===== src/rtl/calc1_port_driver.sv =====
// Request-side driver for one calc1 port: queues complete operations, serialises
// each onto the two-cycle cmd/data request protocol and returns the response or a timeout.
module calc1_port_driver #(
    parameter int FIFO_DEPTH = 4,
    parameter int TIMEOUT    = 63
) (
    input  logic        c_clk,
    input  logic        reset,
    input  logic        op_valid,
    output logic        op_ready,
    input  logic [0:3]  op_cmd,
    input  logic [0:31] op_data1,
    input  logic [0:31] op_data2,
    output logic [0:3]  req_cmd_out,
    output logic [0:31] req_data_out,
    input  logic [0:1]  out_resp,
    input  logic [0:31] out_data,
    output logic        res_valid,
    output logic [0:1]  res_resp,
    output logic [0:31] res_data,
    output logic        res_timeout,
    output logic        busy
);
    localparam int AW = $clog2(FIFO_DEPTH);
    localparam int CW = $clog2(TIMEOUT + 1);

    typedef struct packed {
        logic [0:3]  cmd;
        logic [0:31] d1;
        logic [0:31] d2;
    } op_t;

    typedef enum logic [2:0] {S_IDLE, S_CMD, S_DAT, S_WAIT, S_HALT} state_t;

    state_t        state, state_d;
    op_t           fifo [FIFO_DEPTH];
    op_t           cur;
    logic [AW:0]   wr_ptr, rd_ptr;
    logic [CW-1:0] cnt;
    logic          empty, full, push, pop, resp_hit, to_hit;

    assign empty    = (wr_ptr == rd_ptr);
    assign full     = (wr_ptr[AW] != rd_ptr[AW]) && (wr_ptr[AW-1:0] == rd_ptr[AW-1:0]);
    assign op_ready = !full && (state != S_HALT);
    // NOPs complete the handshake but never occupy a slot
    assign push     = op_valid && op_ready && (op_cmd != 4'd0);
    assign busy     = (state != S_IDLE) || !empty;

    always_comb begin
        state_d      = state;
        req_cmd_out  = '0;
        req_data_out = '0;
        pop          = 1'b0;
        resp_hit     = 1'b0;
        to_hit       = 1'b0;
        case (state)
            S_IDLE: if (!empty) begin
                pop     = 1'b1;
                state_d = S_CMD;
            end
            S_CMD: begin
                req_cmd_out  = cur.cmd;
                req_data_out = cur.d1;
                state_d      = S_DAT;
            end
            S_DAT: begin
                req_data_out = cur.d2;
                state_d      = S_WAIT;
            end
            S_WAIT: begin
                // a response on the final counted edge still wins over timeout
                if (out_resp != 2'd0) begin
                    resp_hit = 1'b1;
                    state_d  = S_IDLE;
                end else if (cnt == CW'(TIMEOUT - 1)) begin
                    to_hit  = 1'b1;
                    state_d = S_HALT;
                end
            end
            default: state_d = S_HALT;
        endcase
    end

    always_ff @(posedge c_clk) begin
        if (push) fifo[wr_ptr[AW-1:0]] <= '{cmd: op_cmd, d1: op_data1, d2: op_data2};
    end

    always_ff @(posedge c_clk or posedge reset) begin
        if (reset) begin
            state       <= S_IDLE;
            wr_ptr      <= '0;
            rd_ptr      <= '0;
            cnt         <= '0;
            cur         <= '0;
            res_valid   <= 1'b0;
            res_resp    <= '0;
            res_data    <= '0;
            res_timeout <= 1'b0;
        end else begin
            state       <= state_d;
            res_valid   <= resp_hit || to_hit;
            res_timeout <= to_hit;
            if (push) wr_ptr <= wr_ptr + 1'b1;
            if (pop) begin
                rd_ptr <= rd_ptr + 1'b1;
                cur    <= fifo[rd_ptr[AW-1:0]];
            end
            if (state == S_DAT) cnt <= '0;
            else if (state == S_WAIT && cnt != CW'(TIMEOUT)) cnt <= cnt + 1'b1;
            if (resp_hit) begin
                res_resp <= out_resp;
                res_data <= out_data;
            end else if (to_hit) begin
                res_resp <= '0;
                res_data <= '0;
            end
        end
    end
endmodule


===== config.mk =====
export PLATFORM = sky130hd
export DESIGN_NAME = calc1_port_driver
export DESIGN_NICKNAME = d
export VERILOG_FILES = /design/src/rtl/calc1_port_driver.sv
export SDC_FILE = /design/constraint.sdc
export NUM_CORES = 1
export LEC_CHECK = 0
export CORE_MARGIN = 2
export CORE_UTILIZATION = 35
export CTS_CLUSTER_DIAMETER = 200
export DETAILED_ROUTE_END_ITERATION = 10
export PLACE_DENSITY = 0.56
export RECOVER_POWER = 50
export REMOVE_ABC_BUFFERS = 1
export SLEW_MARGIN = 20
export SYNTH_ARGS = -nofsm -noshare
export SYNTH_HDL_FRONTEND = slang
export SYNTH_SLANG_ARGS = --single-unit

===== constraint.sdc =====
create_clock -name c_clk -period 5.12 [get_ports c_clk]
set_input_delay 1.024 -clock c_clk [delete_from_list [all_inputs] [get_ports c_clk]]
set_output_delay 1.024 -clock c_clk [all_outputs]
set_load 0.005 [all_outputs]

# Word-level counts from Yosys, hierarchy flattened
# Memory sizes are Yosys's and may differ from the RTL's. A register that Yosys moved wholly into a read port is not among the register bits.
# Index checks and enable logic that the tools add are counted.
# word_totals
ram_bits	272
register_bits	51
inputBits	105
mem_count	1
wordCells	60
# op_classes
reduce_logical	16
n_addsub	3
n_mux	21
n_eq_ne	11
# mem_list
name	depth	word_bits	rd	rd_ports_with_merged_regs	wr	line	text
fifo	4	68	1	1	1	36	op_t fifo [FIFO_DEPTH];
# ops
op	count
2-to-1 mux 32 bit	2
one-hot mux 32 bit (2 select lines)	1
2-to-1 mux 6 bit	2
one-hot mux 3 bit (4 select lines)	1
2-to-1 mux 1 bit	9
2-to-1 mux 3 bit	3
adder 3 x 1 -> 3 bit, second input constant	2
adder 6 x 1 -> 6 bit, second input constant	1
== test 3 x 2 -> 1 bit, second input constant	2
== test 6 bit, second input constant	1
!= test 3 bit, second input constant	2
!= test 6 bit, second input constant	1
nonzero test 2 bit	3
logical AND 1 bit	5
2-to-1 mux 2 bit	2
2-to-1 mux 4 bit	1
nonzero test 4 bit	1
== test 3 x 1 -> 1 bit, second input constant	1
== test 3 bit	1
zero test 3 bit	1
nonzero test 3 bit	1
== test 2 bit	1
zero test 1 bit	2
logical OR 1 bit	2
3 further kinds	3

# Logic depth before layout (Yosys ltp)
# Gate-level depths: netlist (run 1).
# depth
word_depth	8
depth_mapped	7
mapped_depth_nobuf	6

# Worst setup path after synthesis (run 1)
# OpenSTA, ideal clock, no wires.
# synth_path
path_type	input to register
from	input port op_cmd[2] (netlist bit)
to	memory fifo[3][0] (netlist bit) (enable)
t_arrival_ns	2.910
path_stages	2
setup_ns	0.435
n_path_buf	0
t_required_ns	4.685
slack_ns	1.774
cell_sequence	o41a_1 > and3_1
# synth_between
elab_chain_cells	4
# synth_rtl
item	line	text
start, declared	11	input logic [0:3] op_cmd,
nonzero test 4 bit	46	assign push = op_valid && op_ready && (op_cmd != 4'd0);
logical AND 1 bit	46	
2-to-1 mux 1 bit	85	if (push) fifo[wr_ptr[AW-1:0]] <= '{cmd: op_cmd, d1: op_data1, d2: op_data2};
2-to-1 mux 1 bit (not written as such)	85	
end, declared	36	
# No other way between the ends.

# Worst setup path in the final report (run 1)
# layout_path
from	register state[2]
to	output port req_data_out[5] (netlist bit)
# layout_between
elab_chain_cells	2
word_cells_on_any_way	3
# layout_rtl
item	line	text
start, declared	35	state_t state, state_d;
start signal, assigned	100	state <= state_d;
== test 3 x 2 -> 1 bit / == test 3 x 1 -> 1 bit (equally long branches)	56	case (state)
one-hot mux 32 bit (2 select lines) (*)	56	
end, declared	15	output logic [0:31] req_data_out,
# Every way passes the cells marked *; elsewhere a longest branch is shown, timed or not.

==> impl_metrics.ini, run 1 <==
[worst_setup_path]
crit_required_ns = 4.10
reg2reg_depth = 4
path_class = flip-flop to output pin
crit_slowest_cell = clkdlybuf4s50_1
crit_fanout = 25
reg2reg_setup_slack_ns = 1.58
crit_path_start_kind = flip-flop
cp_cell_sequence = nand2b_1, nor2_4, buf_4, a22o_1, clkdlybuf4s50_1
crit_path_end_kind = output pin
slowest_delay_ns = 0.53
cp.arrival_ns = 2.96
crit_start = state[2]
crit_path_end = req_data_out[5]
r2r_start = rd_ptr[0]
r2r-end = cur[29]

[global_routing]
grt_max_degree = 65
grt_pass1_wl_mm = 49.2
antenna_found_initial = 7
grt_overflow_total = 0
grt_pass1_vias = 8032
gr-usage-all-layers_pct = 15.0

[synth]
synth_area_per_cell_sq_um = 20.8
synth_top_cell_area_share_pct = 55.2
synthesis.area_sq_um = 14800
synth-seq-cells = 391
yosysMostFrequentCell = edfxtp_1
yosys.cell_types.count = 37
synth-main-ff-cell = edfxtp_1
synth_common_cells = edfxtp_1 (272), dfrtp_1 (119), mux4_2 (68), a22o_1 (66), mux2_2 (63)
ys_warn_count = 0
ys_seq_area_share_pct = 75.3
synth_edf_count = 272
synth_cells = 711
async_reset_ff_share_pct = 30.4
synth_area_leaders = edfxtp_1 (55%), dfrtp_1 (20%), mux4_2 (10%), mux2_2 (4.8%), a22o_1 (3.9%)
synth_top_cell_by_area = edfxtp_1

[floorplan]
core-area_sq_um = 41900
die-area_sq_um = 43900
design.portCount = 179
num_rows = 75
dieWidth_microns = 210
die_h_microns = 210
initial_core_util_pct = 35.4

[job]
max-cap-violations = 3

[clock_network]
clockBufferDepth = 3
cts.clk_slew.worst_paths_ns = 0.06
ctsHoldBuffers = 0
cts_made_buffers = 42
cts_root_buf = clkbuf_16
ctsResizeCount = 0
clk_latency_ns = 0.55
clock_sinks = 391
cts_tree = built
h-tree-depth = 2
post_cts_buffers = 0

[finish]
syn2layout_area_growth_pct = 25.8
layout-drive-gt1-share_pct = 23.7
multiInputGateArea_sq_um = 3450
fillers = 3622
nNetsFinal = 1026
seq_area_sq_um = 11200
fin_cells = 1490
final_util_pct = 44.5

[placement]
dp.cells = 1409
io_buffers = 178
dp_hpwl_mm = 18.9
routabilityCongestion = 0.691

[sta]
slew_violations = 143
relSlewSlack_pct = -90.1
fin_skew_ns = 0.0138
timing.final.crit_share_pct = 77.8
tns_ns = 0
hold_viol = 0
finalCriticalPeriod_ns = 3.98
fmax_mhz = 251
hold_slack_ns = 0.478
rsz0062_at_grt = no
worst_pin_slew_ns = 2.85
setup_viol = 0

[detailed_routing]
routed_wl_mm = 32.3
drt_pass1_iterations = 4
vias_per_cell = 4.96
dr_total_vias = 7390
wl_per_cell_microns = 21.7
drt_iter0_markers = 395
postRouteAntennaNets = 0
drc = 0

[run_status]
violations = capacitance limit, slew limit
status = finished, violations left

[power_and_ir_drop]
power_density_nw_per_um2 = 615
ir_drop_v = 0.000254
p_leak_nw = 6.56
total_power_mw = 11.4

[hold_path]
hold_class = flip-flop to flip-flop
-- where the power goes --
group          leakage (nW)  switching, mW  internal (mW)  total (mW)
clock                 0.683           1.22           1.84        3.06
sequential             3.92          0.435           4.39        4.82
combinational          1.96           1.60           1.96        3.56
-- area by class of cell --
class                   count  area share, %
flip-flops and latches    391           59.9
multi-input cells         278           18.6
repair buffers            195           10.3
clock buffers              56           6.20
well taps                 539           3.62
clock inverters            21           1.26
inverters                   6          0.121
diodes                      4         0.0538
-- metrics by stage --
step,instance area [sq um],setup slack (ns)
CTS,18600,1.04
finish,18600,1.14
global route,18600,0.513
floorplan,14600,-0.838
global placement,17200,1.72
detailed placement,17200,1.64
-- worst max-delay path: cells and delay by family, from the launching register on --
family | cells | cell delay, ns
and+or+nand+nor | 2 | 0.72
buffers and inverters | 2 | 1.00
AOI/OAI and AO/OA | 1 | 0.21
DFF | 1 | 0.47
-- per-layer routing --
layer / part of all wire [%] / vias to the layer above / global-route usage (%)
met5: 0.084 / - / 0
met4: 1.9 / 4 / 4.72
met3: 5.9 / 55 / 3.61
met2: 47 / 218 / 24.3
met1: 45 / 3810 / 20.2
li1: - / 3303 / -
-- placed cells by master (no fill, tap or decap), drive strengths merged, types with 3 or more instances in the layout --
master	netlist	layout
edfxtp	272	272
dfrtp	119	119
clkdlybuf4s50	0	109
dlygate4sd3	0	69
mux2	69	69
mux4	68	68
a22o	66	66
clkbuf	15	60
buf	21	13
clkinv	0	13
nor2	11	11
xnor2	8	8
ha	7	7
inv	6	7
and3	7	7
and2	6	6
o21ai	5	5
nand2	5	5
bufinv	0	5
diode	0	4
nand3	4	4
xor2	3	3
-- flip-flops by register name (all words and copies together), names as in the netlist --
signal	flops
cnt	6
cur	68
fifo	272
rd_ptr	3
res_data	32
res_resp	2
res_timeout	1
res_valid	1
state	3
wr_ptr	3
-- worst min path at each step --
stage | start | to | slack (ns) | cells past startpoint
after floorplan | cur[67] | cur[67] | 0.45 | 1
after global placement | cur[67] | cur[67] | 0.47 | 1
after detailed placement | cur[67] | cur[67] | 0.47 | 1
after CTS | cur[67] | cur[67] | 0.48 | 1
after global routing | cur[67] | cur[67] | 0.49 | 1
final | cur[67] | cur[67] | 0.48 | 1
-- cells by family after synthesis --
logic type,count (synthesis),share of synthesized area (%)
simple gates,41,1.51
fa+ha+maj,7,0.592
compound gates,81,4.70
mux,138,15.7
flops,391,75.3
xor+xnor,11,0.651
buf+inv,42,1.56
No activity file was read; power rests on OpenSTA's default activity.
==> run 2, diff against run 1 <==
- PLACE_DENSITY: 0.56 -> 0.58
- clock period: 5.12 -> 3.5 ns (I/O delays scaled with it)
==> run 2 against run 1 <==
Effect of this change: the flow still finishes with violations (capacitance limit, slew limit); combinational power rose by 51%; non-clock buffer count rose by 4; sequential power rose by 45%; final cell count rose by 0.27%; wire length fell by 0.29%.
==> impl_metrics.ini, run 2 (synthesized netlist as in run 1, its figures left out) <==
[worst_setup_path]
crit_path_end_kind = output pin
crit_path_start_kind = flip-flop
crit_slowest_cell = clkdlybuf4s50_1
slowest_delay_ns = 0.55
crit_fanout = 36
path_buf_inv = 3
cp.arrival_ns = 2.49
cp_top_family = buffers and inverters
path_class = flip-flop to output pin
crit_required_ns = 2.80
cp_cell_sequence = inv_1, nor3_4, buf_12, a22o_1, clkdlybuf4s50_1

[clock_network]
clockBufferDepth = 3
cts_made_buffers = 42
ctsResizeCount = 0
post_cts_buffers = 0
clock_sinks = 391
cts_root_buf = clkbuf_16
cts_tree = built
ctsHoldBuffers = 0
clk_latency_ns = 0.54
h-tree-depth = 2
cts.clk_slew.worst_paths_ns = 0.06

[global_routing]
grt_pass1_vias = 8041
grt_pass1_wl_mm = 49.6
grt_max_degree = 71
grt_overflow_total = 0
antenna_found_initial = 10
gr-usage-all-layers_pct = 14.9

[finish]
fillers = 3627
nNetsFinal = 1030
largest_reg_flops = 272
layout-drive-gt1-share_pct = 24.0
fin_cells = 1494
final_cell_area_sq_um = 18700
syn2layout_area_growth_pct = 26.4
final_util_pct = 44.7
final_cell_mix = edfxtp_1 (272), dfrtp_1 (117), clkdlybuf4s50_1 (108)
layout_commonest_cell = edfxtp_1

[sta]
finalCriticalPeriod_ns = 3.19
fin_skew_ns = 0.0143
setup_viol = 0
fmax_mhz = 314
relSlewSlack_pct = -11.6
rsz0062_at_grt = no
finalWorstSetupSlack_ns = 0.310
slew_violations = 86
hold_viol = 0
worst_pin_slew_ns = 1.67
timing.final.crit_share_pct = 91.1

[power_and_ir_drop]
p_sw_mw = 4.75
ir_drop_v = 0.000606
p_int_mw = 11.9
p_leak_nw = 6.59
comb_power_share_pct = 32.3
seq_power_share_pct = 41.9
p_clk_share_pct = 25.8
swShare_pct = 28.5
total_power_mw = 16.7
power_density_nw_per_um2 = 891

[floorplan]
die_h_microns = 210
design.portCount = 179
die-area_sq_um = 43900
dieWidth_microns = 210
initial_core_util_pct = 35.4
core-area_sq_um = 41900
num_rows = 75

[hold_path]
hold_class = flip-flop to flip-flop

[placement]
dp_hpwl_mm = 18.8
post_dp_cell_area_sq_um = 17400
io_buffers = 178
routabilityCongestion = 0.694
dp_worst_setup_slack_ns = 0.696
dp.cells = 1413

[detailed_routing]
drt_iter0_markers = 486
dr_total_vias = 7435
wl_per_cell_microns = 21.6
postRouteAntennaNets = 0
drt_pass1_iterations = 4
drc = 0
routed_wl_mm = 32.2
vias_per_cell = 4.98

[job]
max-cap-violations = 2

[run_status]
violations = capacitance limit, slew limit
status = finished, violations left
-- run 2: cell types whose count changed in the layout (fill, tap and decap cells not counted), moves of 3 or more --
| cell | before | now |
|---|---|---|
| buf_4 | 12 | 8 |
| buf_12 | 1 | 9 |
| clkbuf_8 | 3 | 6 |
| bufinv_16 | 5 | 2 |
-- run 2: worst paths after layout --
kind	endpoint	start	cells past startpoint	slack, ns
max in group asynchronous	cur[25]	reset	3	0.99
worst max register to register	cur[54]	state[0]	4	0.56
min in group asynchronous	res_data[18]	reset	2	0.72
worst min-delay path	cur[28]	cur[28]	1	0.49
worst min register to register	cur[28]	cur[28]	1	0.49
worst max-delay path	req_data_out[19]	state[0]	5	0.31
-- run 2: layer usage --
| metal | global-route usage (%) | routed length, microns |
|---|---|---|
| met1 | 20.1 | 14600 |
| met2 | 24.4 | 15200 |
| met3 | 3.92 | 1750 |
| met4 | 3.72 | 636 |
| met5 | 0 | 84 |
-- run 2: final cells by class --
cell class	instances	area, sq um	share of cell area (%)
Sequential cell	391	11200	59.6
Clock buffer	57	1190	6.35
Clock inverter	20	158	0.843
Multi-Input combinational cell	278	3450	18.5
Antenna cell	4	10.0	0.0535
Inverter	6	27.5	0.147
Tap cell	539	674	3.61
Timing Repair Buffer	199	2040	10.9
-- run 2: stage by stage --
| stage | hold slack, ns | TNS, ns |
|---|---|---|
| after floorplan | 0.449 | -833.53 |
| after global placement | 0.464 | 0 |
| after detailed placement | 0.471 | 0 |
| after CTS | 0.496 | 0 |
| after global routing | 0.512 | 0 |
| final | 0.493 | 0 |
-- run 2: power by group through the flow --
stage               combinational, mW  sequential, mW  clock (mW)
global route                     5.87            7.12        4.63
floorplan                        3.02            7.21           0
CTS                              5.59            6.99        4.43
detailed placement               5.55            7.08           0
global placement                 5.49            7.06           0
finish                           5.38            6.97        4.30
==> run 3, diff against run 2 <==
- CTS_BUF_LIST: default -> sky130_fd_sc_hd__clkbuf_4 sky130_fd_sc_hd__clkbuf_8
==> run 3 against run 2 <==
Effect of this change: sequential share of layout area decreased by 0.26 points; highest routed layer unchanged; wire length increased by 1.4%; clock power about the same; global-route usage increased by 0.32 points; critical path type unchanged; worst hold slack got worse by 0.011 ns; sequential cell count unchanged; count of clock-buffer cells in the layout increased by 45; via count increased by 2.6%; first-iteration DRC count decreased by 9.7%; design area increased by 0.44%; the flow still finishes with violations (capacitance limit, slew limit); total power decreased by 0.16%; worst setup slack got worse by 0.052 ns; critical endpoint unchanged.
==> impl_metrics.ini, run 3 (synthesized netlist as in run 1, its figures left out) <==
[power_and_ir_drop]
power_density_nw_per_um2 = 885
total_power_mw = 16.6
p_leak_nw = 6.67
ir_drop_v = 0.000672

[clock_network]
ctsResizeCount = 0
cts_tree = built
post_cts_buffers = 0
clock_sinks = 391
cts_root_buf = clkbuf_8
cts.clk_slew.worst_paths_ns = 0.05
cts_made_buffers = 67
h-tree-depth = 3
clk_latency_ns = 0.60
ctsHoldBuffers = 0
clockBufferDepth = 3

[sta]
finalCriticalPeriod_ns = 3.24
fin_skew_ns = 0.0216
timing.final.crit_share_pct = 92.6
slew_violations = 86
finalWorstSetupSlack_ns = 0.259
tns_ns = 0
worst_pin_slew_ns = 1.67
relSlewSlack_pct = -11.3
hold_slack_ns = 0.482
setup_viol = 0
rsz0062_at_grt = no
fmax_mhz = 309
hold_viol = 0

[finish]
final_cell_mix = edfxtp_1 (272), dfrtp_1 (117), clkdlybuf4s50_1 (108)
syn2layout_area_growth_pct = 27.0
final_util_pct = 44.9
seq_area_sq_um = 11200
layout_commonest_cell = edfxtp_1
fillers = 3637
nNetsFinal = 1055
largest_reg_flops = 272
layout-drive-gt1-share_pct = 27.9
multiInputGateArea_sq_um = 3460

[job]
max-cap-violations = 2

[global_routing]
grt_pass1_vias = 8295
grt_max_degree = 71
gr-usage-all-layers_pct = 15.3
grt_overflow_total = 0
grt_pass1_wl_mm = 50.3
antenna_found_initial = 12

[placement]
dp_worst_setup_slack_ns = 0.696
routabilityCongestion = 0.694
dp_hpwl_mm = 18.8
io_buffers = 178

[floorplan]
initial_core_util_pct = 35.4
die-area_sq_um = 43900
die_h_microns = 210
dieWidth_microns = 210
design.portCount = 179
num_rows = 75
core-area_sq_um = 41900

[detailed_routing]
postRouteAntennaNets = 0
routed_wl_mm = 32.7
wl_per_cell_microns = 21.2
dr_total_vias = 7627
vias_per_cell = 4.95
drt_iter0_markers = 439
drc = 0
drt_pass1_iterations = 6

[worst_setup_path]
cp.arrival_ns = 2.54
crit_path_end_kind = output pin
crit_required_ns = 2.80
crit_fanout = 36
crit_path_start_kind = flip-flop
path_class = flip-flop to output pin

[run_status]
violations = capacitance limit, slew limit
status = finished, violations left

[hold_path]
hold_class = flip-flop to flip-flop
run 3: cell types whose count changed in the layout (fill, tap and decap cells not counted), sizes merged:
cell | previous run | this run
bufinv | 2 | 1
buf | 17 | 16
inv | 7 | 8
clkbuf | 61 | 107
clkinvlp | 2 | 3
run 3: cell type report:
| type | instances | share of cell area [%] |
|---|---|---|
| Timing Repair Buffer | 199 | 10.8 |
| Inverter | 6 | 0.147 |
| Clock inverter | 21 | 0.719 |
| Multi-Input combinational cell | 278 | 18.4 |
| Clock buffer | 102 | 6.87 |
| Tap cell | 539 | 3.59 |
| Sequential cell | 391 | 59.4 |
| Antenna cell | 4 | 0.0533 |
run 3: worst max-delay path, stage by stage (launching register included):
cell             delay (ns)
dfrtp_1                0.48
inv_1                  0.13
nor3_4                 0.23
buf_12                 0.27
a22o_1                 0.26
clkdlybuf4s50_1        0.56
run 3: routing by layer:
layer	wire length, microns	global-route usage (%)	vias up
li1	-	-	3361
met2	15600	24.9	219
met5	94	0	-
met1	14300	19.5	3962
met3	2060	4.94	71
met4	694	4.87	14
run 3: report_power, final:
group	switching, mW	total (mW)	internal [mW]	leakage, nW
Combinational	2.42	5.38	2.96	2.00
Sequential	0.564	6.98	6.41	3.92
Clock	1.83	4.27	2.44	0.750
Total	4.81	16.6	11.8	6.67
run 3: final timing paths:
path	slack, ns	startpoint	depth (start not counted)	to
setup / recovery	0.26	state[0]	5	req_data_out[19]
hold / removal	0.48	cur[67]	1	cur[67]
setup reg to reg	0.61	state[0]	4	cur[48]
hold reg to reg	0.48	cur[67]	1	cur[67]
max in group asynchronous	1.07	reset	3	cur[57]
min in group asynchronous	0.66	reset	2	res_data[18]
run 3: stage by stage:
stage / cells / cell area (sq um)
floorplan: 675 / 14600
global placement: 1413 / 17400
detailed placement: 1413 / 17400
CTS: 1536 / 18800
global route: 1536 / 18800
finish: 1540 / 18800
